<file path="src/rtl/emin_dp_argmin.sv">
// Min-plus reduction for one DP layer: D(k,i) = min_j [D(k-1,j-1) + max(E_min(j,i),0)].
// The result also gives the argmin j. The datapath accepts one term per cycle and uses a 2-cycle registered BRAM lookup.
module emin_dp_argmin #(
  parameter int BIT_WIDTH = 32,
  parameter int I         = 160,
  localparam int IW       = $clog2(I)
) (
  input  logic                        clk_in,
  input  logic                        rst_in,
  input  logic                        start_valid,
  input  logic [IW-1:0]               i_in,
  input  logic                        first_layer,
  input  logic                        emin_valid,
  input  logic [IW-1:0]               j_in,
  input  logic signed [BIT_WIDTH-1:0] emin_in,
  output logic [IW-1:0]               prev_req,
  input  logic signed [BIT_WIDTH-1:0] prev_resp,
  output logic signed [BIT_WIDTH-1:0] cost_out,
  output logic [IW-1:0]               argmin_out,
  output logic [IW-1:0]               i_out,
  output logic                        output_valid,
  output logic                        busy
);

  localparam logic signed [BIT_WIDTH-1:0] MAXPOS = {1'b0, {(BIT_WIDTH-1){1'b1}}};

  typedef enum logic {IDLE, ACCUM} state_t;
  state_t state, state_next;

  logic [IW-1:0] i_lat;
  logic          first_lat;
  logic          last_taken;

  logic                        s1_valid, s2_valid, s3_valid;
  logic [IW-1:0]               s1_j, s2_j, s3_j;
  logic signed [BIT_WIDTH-1:0] s1_e, s2_e, s3_sum;

  logic signed [BIT_WIDTH-1:0] run_min;
  logic [IW-1:0]               run_arg;

  logic                        accept, enter, final_hit, better;
  logic signed [BIT_WIDTH-1:0] e_clamp, p_val, sum_sat, term;
  logic signed [BIT_WIDTH:0]   sum_wide;
  logic                        feasible;

  always_comb begin
    state_next = state;
    enter      = 1'b0;
    accept     = 1'b0;
    final_hit  = 1'b0;
    better     = 1'b0;
    if (state == IDLE) begin
      if (start_valid) begin
        enter      = 1'b1;
        state_next = ACCUM;
      end
    end else begin
      accept    = emin_valid && !last_taken && (j_in <= i_lat);
      better    = s3_valid && (s3_sum < run_min);
      final_hit = s3_valid && (s3_j == i_lat);
      if (final_hit) state_next = IDLE;
    end
  end

  // Term formation: clamp negative E_min, saturate the add, then apply layer feasibility.
  always_comb begin
    e_clamp  = s2_e[BIT_WIDTH-1] ? '0 : s2_e;
    p_val    = (s2_j == '0) ? '0 : prev_resp;
    sum_wide = {p_val[BIT_WIDTH-1], p_val} + {1'b0, e_clamp};
    sum_sat  = (sum_wide[BIT_WIDTH] != sum_wide[BIT_WIDTH-1]) ? MAXPOS : sum_wide[BIT_WIDTH-1:0];
    if (first_lat) feasible = (s2_j == '0);
    else           feasible = (s2_j != '0) && (prev_resp != MAXPOS);
    term = feasible ? sum_sat : MAXPOS;
  end

  always_ff @(posedge clk_in) begin
    if (rst_in) begin
      state      <= IDLE;
      i_lat      <= '0;
      first_lat  <= 1'b0;
      last_taken <= 1'b0;
    end else begin
      state <= state_next;
      if (enter) begin
        i_lat      <= i_in;
        first_lat  <= first_layer;
        last_taken <= 1'b0;
      end else if (accept && (j_in == i_lat)) begin
        last_taken <= 1'b1;
      end
    end
  end

  always_ff @(posedge clk_in) begin
    if (rst_in) begin
      prev_req <= '0;
      s1_valid <= 1'b0;
      s2_valid <= 1'b0;
      s3_valid <= 1'b0;
      s1_j     <= '0;
      s2_j     <= '0;
      s3_j     <= '0;
      s1_e     <= '0;
      s2_e     <= '0;
      s3_sum   <= '0;
    end else begin
      s1_valid <= accept;
      s2_valid <= s1_valid;
      s3_valid <= s2_valid;
      if (accept) begin
        prev_req <= (j_in == '0) ? '0 : j_in - IW'(1);
        s1_j     <= j_in;
        s1_e     <= emin_in;
      end
      s2_j   <= s1_j;
      s2_e   <= s1_e;
      s3_j   <= s2_j;
      s3_sum <= term;
    end
  end

  // The final term is folded in combinationally so the result is registered on the j==i cycle.
  always_ff @(posedge clk_in) begin
    if (rst_in) begin
      run_min      <= MAXPOS;
      run_arg      <= '0;
      cost_out     <= '0;
      argmin_out   <= '0;
      i_out        <= '0;
      output_valid <= 1'b0;
    end else begin
      output_valid <= final_hit;
      if (enter) begin
        run_min <= MAXPOS;
        run_arg <= '0;
      end else if (better) begin
        run_min <= s3_sum;
        run_arg <= s3_j;
      end
      if (final_hit) begin
        cost_out   <= better ? s3_sum : run_min;
        argmin_out <= better ? s3_j : run_arg;
        i_out      <= i_lat;
      end
    end
  end

  assign busy = (state == ACCUM);

endmodule
</file>
<file path="config.mk">
export PLATFORM = sky130hd
export DESIGN_NAME = emin_dp_argmin
export DESIGN_NICKNAME = d
export VERILOG_FILES = /design/src/rtl/emin_dp_argmin.sv
export SDC_FILE = /design/constraint.sdc
export NUM_CORES = 1
export LEC_CHECK = 0
export CAP_MARGIN = 10
export CORE_UTILIZATION = 45
export CTS_CLUSTER_DIAMETER = 150
export DETAILED_ROUTE_END_ITERATION = 12
export PLACE_DENSITY_LB_ADDON = 0.12
export RECOVER_POWER = 25
export SLEW_MARGIN = 15
export SYNTH_ARGS = -nofsm -noshare
export SYNTH_HDL_FRONTEND = slang
export SYNTH_SLANG_ARGS = --single-unit
</file>
<file path="constraint.sdc">
create_clock -name clk_in -period 6.34 [get_ports clk_in]
set_input_delay 1.585 -clock clk_in [delete_from_list [all_inputs] [get_ports clk_in]]
set_output_delay 1.585 -clock clk_in [all_outputs]
set_load 0.02 [all_outputs]
</file>
======== Word-level counts from Yosys, hierarchy flattened ========
Cells that the tools add are included.
storage, ports and cells
  bits in read-only memories .............. 0
  memories ................................ 0
  register bits ........................... 231
  latch bits .............................. 0
  logic and storage cells ................. 57
  bits in writable memories ............... 0
  input port bits ......................... 85
cells by class
  bitwise gates (word level) .............. 1
  order comparisons ....................... 2
  add/subtract/negate cells ............... 2
  mux-type cells .......................... 15
  shift operators ......................... 0
  reductions and logical operators ........ 12
  divide/modulo/power cells ............... 0
  multipliers ............................. 0
  eq/ne operators ......................... 4
operators by type and width
  kind                    number
  $mux W31                3
  $mux W32                2
  $add A32 B32 Y33        1
  $lt A32 B32 Y1          1
  $ne A32 B32 Y1 const B  1
  $eq A8 B8 Y1            2
  $logic_not A8 Y1        2
  $mux W8                 2
  $le A8 B8 Y1            1
  $mux W1                 8
  $reduce_bool A8 Y1      1
  $sub A8 B1 Y8 const B   1
  $logic_and A1 B1 Y1     6
  $reduce_or A3 Y1        1
  $reduce_or A2 Y1        1
  $logic_not A1 Y1        1
  $ne A1 B1 Y1            1
  $not A1 Y1              1

======== Depth between registers and ports, before layout ========
Gate-level depths: netlist of the first run.
  depth in word-level cells ............... 6
  mapped depth ............................ 16
  gate-level depth less buffers ........... 14

======== Least setup slack after synthesis of the first run ========
Ideal clock, no wire load.
  path kind ............................... input -> register
  from .................................... in prev_resp[9]
  to ...................................... reg s3_sum[26]
  data required time ...................... 6.206 ns
  library setup time ...................... 0.134 ns
  setup slack ............................. 2.481 ns
  data arrival time ....................... 3.725 ns
  stages on the path ...................... 10
  buffers on the path ..................... 0
  cell sequence ........................... and2_1 -> ha_1 -> a21oi_1 -> o21ai_0 -> a221o_1 -> o311ai_1 -> o21bai_1 -> a21boi_0 -> xor2_1 -> a31oi_1
on the way
  longest elaborated chain between the ends .. 5
ends and longest elaborated chain
  item                  RTL line  text
  start, declared       17        input logic signed [BIT_WIDTH-1:0] prev_resp,
  $mux W32              68        p_val = (s2_j == '0) ? '0 : prev_resp;
  $add A32 B32 Y33      69        sum_wide = {p_val[BIT_WIDTH-1], p_val} + {1'b0, e_clamp};
  $ne A1 B1 Y1          70        sum_sat = (sum_wide[BIT_WIDTH] != sum_wide[BIT_WIDTH-1]) ? MAXPOS : sum_wide[BIT_WIDTH-1:0];
  $mux W31              70
  $mux W31 (*)          73        term = feasible ? sum_sat : MAXPOS;
  end signal, assigned  118       s3_sum <= term;
  end, declared         36        logic signed [BIT_WIDTH-1:0] s1_e, s2_e, s3_sum;
Mark *: on every way between the ends. The rest lies on a longest branch, timed or not.
A chain may end at the register's enable or synchronous reset.

======== Worst setup path in the final report of the first run ========
  from .................................... reg run_min[30]
  to ...................................... reg cost_out[2]
on the way
  longest elaborated chain between the ends .. 4
ends and longest elaborated chain
  item                    RTL line  text
  start, declared         38        logic signed [BIT_WIDTH-1:0] run_min;
  start signal, assigned  137       run_min <= s3_sum;
  $lt A32 B32 Y1          59        better = s3_valid && (s3_sum < run_min);
  $logic_and A1 B1 Y1     59
  $mux W1                 52        if (state == IDLE) begin
  $mux W32                n/a
  end signal, assigned    141       cost_out <= better ? s3_sum : run_min;
  end, declared           18        output logic signed [BIT_WIDTH-1:0] cost_out,
Every way passes these cells.

==> results of run 1 <==
## stage by stage
| step | cells | util [%] | cell area (sq um) | worst slack, ns | hold slack [ns] |
|---|---|---|---|---|---|
| global placement | 1592 | 52.8 | 12400 | 1.62 | 0.434 |
| global route | 1637 | 56.4 | 13200 | 0.835 | 0.454 |
| CTS | 1637 | 56.4 | 13200 | 2.14 | 0.425 |
| finish | 1637 | 56.4 | 13200 | 1.41 | 0.427 |
| floorplan | 1188 | - | 10800 | 2.48 | 0.414 |
| detailed placement | 1592 | 52.8 | 12400 | 1.59 | 0.426 |
## routing by layer
metal,wire [microns],vias to the layer above,global-route usage [%]
met5,0,-,0
met4,514,0,5.65
met2,9790,151,29.9
li1,-,4343,-
met3,925,40,2.66
met1,12300,3695,29.0
## path summary, 6_finish.rpt
path | start | end | slack, ns | cells after the start
max | run_min[30] | cost_out[2] | 1.41 | 11
min | s1_valid | s2_valid | 0.43 | 1
max reg2reg | run_min[30] | cost_out[2] | 1.41 | 11
min reg2reg | s1_valid | s2_valid | 0.43 | 1
## layout make-up
cell class	count	area, sq um
Fill cell	2162	10200
Multi-Input combinational cell	841	5690
Sequential cell	231	4620
Timing Repair Buffer	149	1470
Clock buffer	36	717
Tap cell	319	399
Inverter	52	195
Clock inverter	9	139
## logic make-up (layout without fill, tap and decap cells)
logic type               count (synthesis)  after routing
AO/OA/AOI/OAI                          223            223
XOR/XNOR                                39             39
adder cells (fa/ha/maj)                 72             72
buffers and inverters                  116            246
flip-flops                             231            231
multiplexers                            83             83
AND/OR/NAND/NOR                        424            424
## state kept, by name, summed over array words and instances (netlist names), 32 cells and up
name / cells
cost_out: 32
run_min: 32
s1_e: 32
s2_e: 32
s3_sum: 32
## power by group through the flow
stage	logic [uW]	clock network (uW)	registers (uW)
6_report	284	1490	1530
5_1_grt	317	1580	1530
4_1_cts	286	1530	1530
3_5_place_dp	284	0	1560
3_3_place_gp	282	0	1560
2_1_floorplan	174	0	1550
## layout by cell type (no fill, tap or decap), drive strengths merged, types with 24 or more instances in the layout
cell           instances
a21oi                 51
clkbuf                38
nand2                 92
and2                  34
dfxtp                231
inv                   53
nand2b                24
clkdlybuf4s50        139
nor2                 113
a211oi                36
a31oi                 50
mux2i                 82
nor2b                 85
ha                    71
o21ai                 29
==> results.toml, run 1 <==
[layout]
num_antenna_cells = 0
area_growth_pct = 22.8
drive_above_1_share_pct = 4.17
nets = 1457

[timing]
relSlewSlack_pct = -153
grt_setup_unrepaired = "false"
finalSetupTns_ns = 0
fin_skew_ns = 0.0114
finalHoldViolCount = 0
max_freq_mhz = 203
worst_pin_slew_ns = 3.79
setup_viol = 0
post-route-period-util_pct = 77.8
final_max_slew_viol_count = 202
post-route-min-period_ns = 4.93

[grt]
track_usage_pct = 19.8
grt_pass1_vias = 7886
grt_max_degree = 112
grt_pass1_wl_mm = 39.6
overflow = 0
antenna_found_initial = 0

[power]
power_frac_comb_pct = 8.6
power.internal_uw = 2540
ir_drop_mv = 0.212
leakagePower_uw = 0.00576
pwr-share-seq_pct = 46.2
fin_total_pwr_uw = 3300
swShare_pct = 23.0
netSwitchingPower_uw = 761
p_per_area_mw_per_mm2 = 249
pwr-share-clk_pct = 45.2

[clocking]
clkSlewWorstSetupHoldPaths_ns = 0.06
clk_latency_ns = 0.53
clkSinkCount = 231
cts_hold_buf = 0
post_cts_buffers = 0
ctsResizeCount = 0
clock_path_buffers = 3
cts_tree = "yes"
cts_buffers = 25
cts-root-buf = "clkbuf_16"
htreeDepth = 1

[route]
via_count = 8229
drtAntennaViolNets = 0
drt_first_pass_iters = 6
wirelength_mm = 23.6
drc = 0
vias_per_cell = 5.03
drt_iter0_drc = 311
wl_per_cell_microns = 14.4

[floorplanning]
die-area_sq_mm = 0.0246
die_h_microns = 157
die_width_microns = 157
core_area_sq_mm = 0.0235
ios = 143
rows = 56
initial_utilization_pct = 45.9

[logic_synthesis]
synth_largest_area_cell = "dfxtp_1"
synth.most_common_cell = "dfxtp_1"
synth_compound_area_share_pct = 13.5
synth_area_leaders = "dfxtp_1 (43%), ha_1 (8.2%), mux2i_1 (7.6%)"
synth_ff_type = "dfxtp_1"
synth_top_family_by_area = "simple AND/OR/NAND/NOR gates"
synthSimpleGateAreaFrac_pct = 19.8
ys_seq_area_share_pct = 42.9
synth_cells = 1188
synth_mux_area_share_pct = 7.72
synth_xor_area_share_pct = 3.24
syn-cell-area_sq_mm = 0.0108
synth_edf_count = 0
synth_nets = 1345
async_flop_share_pct = 0
ys_warn_count = 0
ys_top_cells_by_count = "dfxtp_1 (231), nor2_1 (113), nand2_1 (92)"
avgSynthCellArea_sq_um = 9.07
synth.top_cell.area_share_pct = 42.9
synthAdderAreaFrac_pct = 8.43
netlist-cell-type-count = 56
ys_ff_latch = 231

[critical_path]
required_ns = 6.58
worst-path-max-fanout = 27
cpPeakStageDelay_ns = 1.83
endpoint_kind = "register"
worst-setup-path-type = "reg2reg"
cp_common_cell = "a211oi_1"
cp_cell_sequence = "inv_1 > ha_1 > nand2_1 > nor4_2 > nand4_1 > nor3_1 > a211oi_1 > a21oi_1 > buf_4 > mux2i_1 > a211oi_1"
worstSetupStartpointType = "register"
critPathTopFamily = "compound AO/OA/AOI/OAI gates"
cp_slowest_cell = "a21oi_1"
worst-path-buf-inv = 2
worstPathArrival_ns = 5.17

[placed_design]
dp_hpwl_mm = 17.3
numPortBuffers = 142
place.gp.congestion = 0.863

[outcome]
outcome = "complete, but fails checks"
violations = "max-capacitance violations, max-slew violations"

[run]
max_cap_viol_count = 3

[worst_hold_path]
hold_path.class = "reg2reg"
Note: power is estimated with default switching activity, not from simulation.
==> run 2: changes to the inputs <==
- clock period: 6.34 -> 5.1 ns (I/O delays scaled with it)
==> results.toml, run 2 (same netlist as run 1, synthesis figures left out) <==
[layout]
layout_commonest_cell = "dfxtp_1"
nets = 1463
nFillCells = 2177
num_antenna_cells = 0
final_cell_mix = "dfxtp_1 (231), clkdlybuf4s50_1 (139), nor2_1 (112), nand2_1 (92), nor2b_1 (85)"
area_growth_pct = 23.9
multi_input_comb_area_sq_mm = 0.00570
seqCellArea_sq_mm = 0.00462
fin_util_pct = 56.9
drive_above_1_share_pct = 5.21

[clocking]
cts_hold_buf = 0
clkSlewWorstSetupHoldPaths_ns = 0.06
clk_latency_ns = 0.53
cts_tree = "yes"
clkSinkCount = 231
htreeDepth = 1
post_cts_buffers = 0
cts_buffers = 25
clock_path_buffers = 3
ctsResizeCount = 0
cts-root-buf = "clkbuf_16"

[critical_path]
cp_slowest_cell = "nand2_1"
ff2ff_setup_slack_ns = 0.92
cpPeakStageDelay_ns = 0.50
required_ns = 5.40
worstPathArrival_ns = 4.48
worst-setup-path-type = "reg2reg"
worstSetupStartpointType = "register"
endpoint_kind = "register"
worst-path-max-fanout = 26
startpoint = "s2_j[3]"
cp_cell_sequence = "nor4_1 > nand2_1 > and2_1 > ha_1 > a21oi_1 > o21ai_0 > a221o_1 > o311ai_1 > o21bai_1 > a21boi_0 > xor2_1 > a31oi_1"
reg2reg_from = "s2_j[3]"

[power]
p_per_area_mw_per_mm2 = 318
ir_drop_mv = 0.236
fin_total_pwr_uw = 4250
leakagePower_uw = 0.00583

[timing]
final_max_slew_viol_count = 122
relSlewSlack_pct = -53.1
fin_skew_ns = 0.00918
finalSetupTns_ns = 0
grt_setup_unrepaired = "false"
max_freq_mhz = 239
holdWs_ns = 0.434
finalHoldViolCount = 0
post-route-period-util_pct = 82.0
worst_pin_slew_ns = 2.30
post-route-min-period_ns = 4.18
setup_viol = 0

[floorplanning]
die-area_sq_mm = 0.0246
die_width_microns = 157
core_area_sq_mm = 0.0235
initial_utilization_pct = 45.9
ios = 143
die_h_microns = 157
rows = 56

[route]
wl_per_cell_microns = 14.5
via_count = 8271
drt_iter0_drc = 362
vias_per_cell = 5.03
drt_first_pass_iters = 4
wirelength_mm = 23.8
drtAntennaViolNets = 0
drc = 0

[placed_design]
place.gp.congestion = 0.850
numPortBuffers = 142
dp_hpwl_mm = 17.6

[worst_hold_path]
worstHoldStart = "s2_valid"
hold_path.class = "reg2reg"

[grt]
grt_pass1_wl_mm = 39.0
track_usage_pct = 19.6
grt_max_degree = 122
grt_pass1_vias = 7662
overflow = 0
antenna_found_initial = 0

[outcome]
outcome = "complete, but fails checks"
violations = "max-capacitance violations, max-slew violations"

[run]
max_cap_viol_count = 1
-- run 2: path summary, 6_finish.rpt --
check | to | depth (start not counted)
max | s3_sum[26] | 12
min | s3_valid | 1
max reg2reg | s3_sum[26] | 12
min reg2reg | s3_valid | 1
-- run 2: critical path, delay by kind of cell, from the launching register on --
kind	cells	cell delay, ns
simple gates	3	1.24
flops	1	0.30
fa+ha+maj	1	0.36
xor+xnor	1	0.17
compound gates	7	1.87
-- run 2: report_power, final --
part | switching [uW] | total [uW] | internal, uW
logic | 186 | 358 | 172
clock network | 746 | 2000 | 1250
registers | 39.1 | 1900 | 1860
total | 972 | 4250 | 3280
-- run 2: per-stage QoR --
| stage | setup slack (ns) | instance area [sq um] | instances |
|---|---|---|---|
| after floorplan | 1.55 | 10800 | 1188 |
| after global placement | 0.790 | 12400 | 1598 |
| after detailed placement | 0.717 | 12400 | 1598 |
| after CTS | 0.951 | 13400 | 1644 |
| after global routing | 0.533 | 13400 | 1644 |
| final | 0.917 | 13400 | 1644 |
-- run 2: final cells by class --
type | instances | share of cell area [%]
clock buffers | 31 | 5.08
clock inverters | 15 | 1.80
inverters | 52 | 1.46
multi-input cells | 841 | 42.7
flip-flops and latches | 231 | 34.6
well taps | 319 | 2.99
repair buffers | 155 | 11.4
-- run 2: metal layers --
| layer | track usage [%] | routed length, microns | up-vias |
|---|---|---|---|
| met5 | 0 | 0 | - |
| met4 | 5.18 | 532 | 0 |
| met3 | 2.33 | 998 | 38 |
| met2 | 29.1 | 9790 | 163 |
| met1 | 29.7 | 12500 | 3698 |
| li1 | - | - | 4372 |
